==> src/rtl/l1_mem_pkg.sv <==
// Shared types and line geometry for the L1 refill responder.
package l1_mem_pkg;

    localparam int LINE_BYTES = 8;
    localparam int LINE_BITS  = 64;
    localparam int CNT_W      = 3;

    typedef enum logic [2:0] {
        IDLE      = 3'd0,
        FILL      = 3'd1,
        FILL_DONE = 3'd2,
        WR        = 3'd3,
        WR_DONE   = 3'd4
    } state_e;

endpackage

==> src/rtl/line_assembler.sv <==
// Byte counter plus 64-bit line register; each loaded byte lands in the
// slot selected by the counter, then the counter advances.
module line_assembler
    import l1_mem_pkg::*;
(
    input  logic                 clk,
    input  logic                 rst,
    input  logic                 clear,
    input  logic                 load_en,
    input  logic [7:0]           byte_in,
    output logic [LINE_BITS-1:0] line,
    output logic [CNT_W-1:0]     cnt,
    output logic                 last
);

    logic [LINE_BITS-1:0] line_q, line_d;
    logic [CNT_W-1:0]     cnt_q, cnt_d;

    // Next line/counter: clear wins over a load, counter wraps 7 -> 0 naturally.
    always_comb begin
        line_d = line_q;
        cnt_d  = cnt_q;
        if (clear) begin
            line_d = '0;
            cnt_d  = '0;
        end else if (load_en) begin
            line_d[{cnt_q, 3'b000} +: 8] = byte_in;
            cnt_d                        = cnt_q + CNT_W'(1);
        end
    end

    // Register the line and counter; reset discards any partial line.
    always_ff @(posedge clk or negedge rst) begin
        if (!rst) begin
            line_q <= '0;
            cnt_q  <= '0;
        end else begin
            line_q <= line_d;
            cnt_q  <= cnt_d;
        end
    end

    assign line = line_q;
    assign cnt  = cnt_q;
    assign last = (cnt_q == CNT_W'(LINE_BYTES - 1));

endmodule

==> src/rtl/l1_refill_responder.sv <==
// Memory-side responder for the L1: 8-byte line fills and single-byte
// write-throughs over a byte-wide req/ack backing-memory port.
module l1_refill_responder
    import l1_mem_pkg::*;
#(
    parameter int TamAddr = 16
) (
    input  logic                 clk,
    input  logic                 rst,
    input  logic                 fill_req,
    input  logic [TamAddr-1:0]   fill_addr,
    input  logic                 wr_mem,
    input  logic [TamAddr-1:0]   wr_addr,
    input  logic [7:0]           wr_byte,
    output logic [LINE_BITS-1:0] data_write,
    output logic                 dataComplete,
    output logic                 writeComplete,
    output logic                 busy,
    output logic                 mem_req,
    output logic                 mem_we,
    output logic [TamAddr-1:0]   mem_addr,
    output logic [7:0]           mem_wdata,
    input  logic [7:0]           mem_rdata,
    input  logic                 mem_ack
);

    localparam logic [TamAddr-1:0] OFS_MASK = TamAddr'(LINE_BYTES - 1);

    state_e             state_q, state_d;
    logic [TamAddr-1:0] base_q, base_d;
    logic [TamAddr-1:0] mem_addr_q, mem_addr_d;
    logic [7:0]         mem_wdata_q, mem_wdata_d;
    logic               mem_req_q, mem_req_d;
    logic               mem_we_q, mem_we_d;
    logic               dc_q, dc_d;
    logic               wc_q, wc_d;
    logic               busy_q, busy_d;

    logic               asm_clear, asm_load, asm_last;
    logic [CNT_W-1:0]   asm_cnt, cnt_inc;

    assign cnt_inc = asm_cnt + CNT_W'(1);

    line_assembler u_asm (
        .clk     (clk),
        .rst     (rst),
        .clear   (asm_clear),
        .load_en (asm_load),
        .byte_in (mem_rdata),
        .line    (data_write),
        .cnt     (asm_cnt),
        .last    (asm_last)
    );

    // Next-state and next-output logic; all outputs are registered so the
    // next fill address is already on mem_addr the cycle after an ack.
    always_comb begin
        state_d     = state_q;
        base_d      = base_q;
        mem_addr_d  = mem_addr_q;
        mem_wdata_d = mem_wdata_q;
        mem_req_d   = mem_req_q;
        mem_we_d    = mem_we_q;
        dc_d        = 1'b0;
        wc_d        = 1'b0;
        asm_clear   = 1'b0;
        asm_load    = 1'b0;
        case (state_q)
            IDLE: begin
                // Write first so a fill requested alongside it reads fresh data.
                if (wr_mem) begin
                    state_d     = WR;
                    mem_req_d   = 1'b1;
                    mem_we_d    = 1'b1;
                    mem_addr_d  = wr_addr;
                    mem_wdata_d = wr_byte;
                end else if (fill_req) begin
                    state_d    = FILL;
                    base_d     = fill_addr & ~OFS_MASK;
                    mem_req_d  = 1'b1;
                    mem_we_d   = 1'b0;
                    mem_addr_d = fill_addr & ~OFS_MASK;
                    asm_clear  = 1'b1;
                end
            end
            FILL: begin
                if (mem_req_q && mem_ack) begin
                    asm_load = 1'b1;
                    if (asm_last) begin
                        state_d    = FILL_DONE;
                        mem_req_d  = 1'b0;
                        mem_addr_d = '0;
                        dc_d       = 1'b1;
                    end else begin
                        mem_addr_d = base_q | TamAddr'(cnt_inc);
                    end
                end
            end
            FILL_DONE: state_d = IDLE;
            WR: begin
                if (mem_req_q && mem_ack) begin
                    state_d     = WR_DONE;
                    mem_req_d   = 1'b0;
                    mem_we_d    = 1'b0;
                    mem_addr_d  = '0;
                    mem_wdata_d = '0;
                    wc_d        = 1'b1;
                end
            end
            WR_DONE: state_d = IDLE;
            default: begin
                state_d   = IDLE;
                mem_req_d = 1'b0;
                mem_we_d  = 1'b0;
            end
        endcase
        busy_d = (state_d != IDLE);
    end

    // FSM state and registered outputs; reset drops mem_req without waiting for ack.
    always_ff @(posedge clk or negedge rst) begin
        if (!rst) begin
            state_q     <= IDLE;
            base_q      <= '0;
            mem_addr_q  <= '0;
            mem_wdata_q <= '0;
            mem_req_q   <= 1'b0;
            mem_we_q    <= 1'b0;
            dc_q        <= 1'b0;
            wc_q        <= 1'b0;
            busy_q      <= 1'b0;
        end else begin
            state_q     <= state_d;
            base_q      <= base_d;
            mem_addr_q  <= mem_addr_d;
            mem_wdata_q <= mem_wdata_d;
            mem_req_q   <= mem_req_d;
            mem_we_q    <= mem_we_d;
            dc_q        <= dc_d;
            wc_q        <= wc_d;
            busy_q      <= busy_d;
        end
    end

    assign mem_req       = mem_req_q;
    assign mem_we        = mem_we_q;
    assign mem_addr      = mem_addr_q;
    assign mem_wdata     = mem_wdata_q;
    assign dataComplete  = dc_q;
    assign writeComplete = wc_q;
    assign busy          = busy_q;

endmodule
==> config.mk <==
export PLATFORM = sky130hd
export DESIGN_NAME = l1_refill_responder
export DESIGN_NICKNAME = d
export VERILOG_FILES = /design/src/rtl/l1_mem_pkg.sv /design/src/rtl/line_assembler.sv /design/src/rtl/l1_refill_responder.sv
export SDC_FILE = /design/constraint.sdc
export NUM_CORES = 1
export LEC_CHECK = 0
export BUFFER_PORTS_ARGS = -buffer_cell sky130_fd_sc_hd__clkbuf_2
export CORE_MARGIN = 2
export CORE_UTILIZATION = 52
export DETAILED_ROUTE_END_ITERATION = 10
export MAX_ROUTING_LAYER = met4
export PLACE_DENSITY = 0.8
export SETUP_SLACK_MARGIN = 0.02
export SLEW_MARGIN = 25
export SYNTH_ARGS = -nofsm -noshare
export SYNTH_HDL_FRONTEND = slang
export SYNTH_SLANG_ARGS = --single-unit
==> constraint.sdc <==
create_clock -name clk -period 3.2 [get_ports clk]
set_input_delay 0.48 -clock clk [delete_from_list [all_inputs] [get_ports clk]]
set_output_delay 0.48 -clock clk [all_outputs]
set_load 0.02 [all_outputs]
======== Word-level counts from Yosys, hierarchy flattened ========
Index checks and enable logic that the tools add are counted.
operators by class
  shift operators ......................... 2
  bitwise operators ....................... 4
  multiplexer cells ....................... 38
  add/sub/neg operators ................... 2
  eq/ne operators ......................... 10
  reductions and logical operators ........ 13
operators with widths
  kind                    count
  $mux 64                 2
  $mux 16                 5
  $bwmux 64               1
  $shift 8x8->64 const A  1
  $shiftx 8x8->64         1
  $pmux 16 s3             1
  $mux 3                  7
  $mux 1                  16
  $mux 8                  2
  $or 16x3->16            1
  $pmux 8 s2              1
  $pmux 3 s3              1
  $reduce_and 3->1        3
  $ne 2x2->1 const B      4
  $neg 6->8               1
  $eq 3x2->1 const B      2
  $eq 3x3->1 const B      2
  $reduce_bool 3->1       2
  $reduce_and 5->1        1
  $pmux 1 s4              1
  $reduce_and 4->1        1
  $reduce_bool 2->1       2
  $add 3x1->3 const B     1
  $eq 3x1->1 const B      1
  other kinds (7)         9
storage, ports and cells
  bits of input ports ..................... 53
  register bits ........................... 112
  logic and storage cells ................. 80
  output and inout port bits .............. 93

======== Depth between registers and ports, before layout ========
  depth after elaboration ................. 5
  depth in mapped cells ................... 9
  depth with buffers taken out ............ 7

======== Hierarchy ========
Synthesis repeated with hierarchy kept, for this count alone.
second synthesis, totals
  cell total of the unflattened synthesis .. 402
  area total of the unflattened synthesis .. 5257.5 um2
by module, submodules not included
  module               seq. area each (um2)  cells each  times used  area each (um2)
  line_assembler       1676.6                240         1           3051.7
  l1_refill_responder  1126.1                162         1           2205.9

======== Worst setup path before layout ========
Ideal clock, no wire load.
  path type ............................... reg-to-reg
  start point ............................. reg u_asm.cnt_q[0], in the netlist u_asm.cnt[0]
  end point ............................... reg u_asm.line_q[38], in the netlist u_asm.line[38]
  arrival ................................. 2266 ps
  required time ........................... 3117 ps
  setup time .............................. 83 ps
  path buffers ............................ 2
  clock period less this slack ............ 2349 ps
  path slack .............................. 851 ps
  cell stages (with the launch flop) ...... 10
  cells stage by stage .................... dfrtp_1 -> buf_2 -> inv_1 -> ha_1 -> ha_1 -> or4b_4 -> nor4_4 -> buf_6 -> nand3_1 -> o21ai_0
on the way
  word-level cells in the longest chain between the ends .. 5
  elaborated cells on any way between the ends .. 6
  classes of those cells .................. add/sub (1); shift (2); mux (3)
RTL lines
  what                                               RTL line              RTL
  start: declaration                                 line_assembler.sv:17  logic [CNT_W-1:0] cnt_q, cnt_d;
  start signal: assignment                           line_assembler.sv:39  cnt_q <= cnt_d;
  $neg 6->8 (*)                                      line_assembler.sv:27  line_d[{cnt_q, 3'b000} +: 8] = byte_in;
  $shiftx 8x8->64 or $shift 8x8->64 (tied branches)  line_assembler.sv:27
  $bwmux 64 (*)                                      line_assembler.sv:27
  $mux 64 (*)                                        line_assembler.sv:26  end else if (load_en) begin
  $mux 64 (*)                                        line_assembler.sv:23  if (clear) begin
  end signal: assignment                             line_assembler.sv:38  line_q <= line_d;
  end: declaration                                   line_assembler.sv:16  logic [LINE_BITS-1:0] line_q, line_d;
Mark *: on every way between the ends. The rest lies on a longest branch, timed or not. The select of a mux whose other input is x is not followed.
A chain may end at the register's enable or synchronous reset.

======== Final worst setup path ========
  start point ............................. reg u_asm.cnt_q[1], in the netlist u_asm.cnt[1]
  end point ............................... reg u_asm.line_q[37], in the netlist u_asm.line[37]
Same word-level chain as after synthesis.

==> flow_summary.toml <==
[status]
status = "finished clean"

[final_layout]
fin_nets = 654
diodes = 0
syn_to_final_growth_pct = 19.4
layout_commonest_cell = "clkbuf_2"
final_cell_mix = "141 x clkbuf_2, 112 x dfrtp_1, 60 x nand2_1, 38 x nor2_1, 37 x a21oi_1"
utilization = 0.639
nFillCells = 767
drive_gt1_frac = 0.311
fin_area_um2 = 5900

[synth]
syn-num-nets = 523
synthArstFlopShare = 1.00
ys.flop_type = "dfrtp_1"
synth_area_leaders = "dfrtp_1 57%, o2bb2ai_1 5.3%, nand2_1 4.6%"
synth_edf_count = 0
synth_top_area_frac = 0.567
synthDistinctLibCells = 43
ys_seq_area_frac = 0.567
yosysTopAreaCell = "dfrtp_1"
yosysWarnings = 0
synthesis.area_um2 = 4940
post_synth.cell_area_avg_um2 = 10.7
synth_cells = 463
ys_seq_elements = 112

[routing]
post-route-drc-count = 0
antenna_left = 0
drt_iter0_drc = 202
post_drt_via_cell_ratio = 5.59
routedWlPerCell_um = 16.5
wirelength_um = 12000
dr.pass1.iters = 5
vias = 4072

[sta]
max_clock_freq_mhz = 395
slew_violations = 0
report.final.setup_viol = 0
worst_pin_slew_ps = 782
period_share = 0.792
period_minus_slack_ps = 2530
rsz0062_at_grt = "false"
slew_headroom = 0.479
fin_skew_ps = 9.00
final.setup.tns_ps = 0
hold_viol_final = 0
layout_setup_ws_ps = 666

[placement]
dp_hpwl_um = 8610
pre_cts_ws_ps = 658
placed_cell_area_um2 = 5720
numPortBuffers = 142
gp_congestion = 0.892

[critical_path]
timing.rr.end = "u_asm.line[37]"
worstSetupEndpointType = "register"
r2r_slack_ps = 670
cp-start-kind = "register"
worstSetupPathDepth = 7
worst_ep_required_time_ps = 3490
crit_type = "register to register"
worstPathCellList = "inv_1 > ha_1 > ha_1 > or4b_4 > nor4_4 > nand3_1 > o21ai_0"
arrival_ps = 2820
crit_family = "simple AND/OR/NAND/NOR gates"
reg2regPathDepth = 7
cp_num_buf_inv = 1
cp_max_fo = 16
crit_path_frequent_cell = "ha_1"
reg2reg_from = "u_asm.cnt[1]"
critPathCapture = "u_asm.line[37]"
cp-startpoint = "u_asm.cnt[1]"
cp_slowest_cell = "nor4_4"
cp_slowest_stage_delay_ps = 520

[global_routing]
track_usage = 0.249
grt_pass1_vias = 3813
grt_pass1_wl_um = 19300
grt_max_degree = 63
antenna_found_initial = 0
gr-total-overflow = 0

[clock_tree]
cts_hold_buf = 0
clk-insertion-delay-late_ps = 370
cts_root_buffer = "clkbuf_8"
post_cts_buffers = 0
cts_resized = 0
cts_buffers = 9
cts_tree = "yes"
cts.sinks = 112
htreeDepth = 3
cts.clk_slew.worst_paths_ps = 100
cts_buffer_depth = 2

[job]
drv_cap = 0

[worst_hold_path]
hp-class = "primary input to async pin"

[floorplan]
die-height_um = 102
start_util = 0.535
die-area_um2 = 10300
rows = 35
pin_count = 146
core-area_um2 = 9240
die_x_um = 102

[power_and_ir_drop]
powerDensity_nw_per_um2 = 924
ir_drop_mv = 0.447
leakagePower_nw = 2.98
==> Yosys cell counts, drive strengths merged (2+ instances only) <==
library cell    n
buf            21
nor2           39
nor4            2
inv             5
dfrtp         112
o2bb2ai        30
and3            7
a22o           19
or2             4
nand2b          9
mux2i          13
a32oi           2
a21oi          41
nor3b           6
a31oi           3
nor3            3
nand4           5
nand3          30
ha              7
nand2          60
o21ai          26
clkbuf          7
==> logic make-up (layout without fill, tap and decap cells) <==
| kind of cell | Yosys count | count (layout) | share of synthesized area |
|---|---|---|---|
| mux | 13 | 13 | 0.0263 |
| buf+inv | 33 | 169 | 0.0352 |
| compound gates | 127 | 127 | 0.177 |
| simple gates | 170 | 170 | 0.175 |
| xor+xnor | 1 | 1 | 0.00177 |
| fa+ha+maj | 7 | 7 | 0.0177 |
| flops | 112 | 112 | 0.567 |
==> metal layers <==
metal | GRT usage | part of all wire
met3 | 0.0428 | 0.060
met1 | 0.348 | 0.45
met4 | 0.0748 | 0.012
met2 | 0.375 | 0.47
met5 | - | 0
==> flip-flops by register name (all words and copies together), names as in the netlist <==
| name | count |
|---|---|
| u_asm.cnt | 3 |
| state_q | 3 |
| dataComplete | 1 |
| u_asm.line | 64 |
| mem_wdata | 8 |
| mem_addr | 16 |
| base_q | 13 |
| mem_req | 1 |
| mem_we | 1 |
| writeComplete | 1 |
| busy | 1 |
==> power by group <==
part	internal, mW	switching (mW)	leakage [nW]
logic	0.862	1.58	1.42
clock network	0.291	0.482	0.0904
registers	1.91	0.328	1.47
total	3.06	2.39	2.98
==> area by class of cell <==
class	count	area (um2)	area share
Sequential cell	112	2800	0.475
Clock inverter	7	52.6	0.00890
Multi-Input combinational cell	318	1970	0.334
Clock buffer	9	124	0.0210
Inverter	5	18.8	0.00318
Timing Repair Buffer	148	771	0.131
Tap cell	129	161	0.0273
==> worst min path at each step <==
| stage | from | cells after the start | to | slack, ps |
|---|---|---|---|---|
| 3_3_place_gp | base_q[8] | 2 | base_q[8] | 460 |
| 4_1_cts | rst | 1 | u_asm.line[7] | 200 |
| 6_report | rst | 1 | u_asm.line[7] | 170 |
| 5_1_grt | rst | 1 | u_asm.line[6] | 230 |
| 2_1_floorplan | rst | 0 | base_q[10] | 180 |
| 3_5_place_dp | base_q[12] | 2 | base_q[12] | 460 |
==> worst reg2reg max path, delay by kind of cell (launching register included) <==
kind	cells	cell delay, ps
buffers and inverters	1	120
AND/OR/NAND/NOR	3	1170
adder cells (fa/ha/maj)	2	610
AO/OA/AOI/OAI	1	110
flip-flops	1	450
==> through the flow <==
stage	std cells	power, mW	hold WS (ps)
after CTS	728	5.49	201
after global placement	712	4.61	459
final	728	5.45	173
after floorplan	463	3.90	184
after detailed placement	712	4.71	463
after global routing	728	5.83	233
No activity file was read; power rests on OpenSTA's default activity.
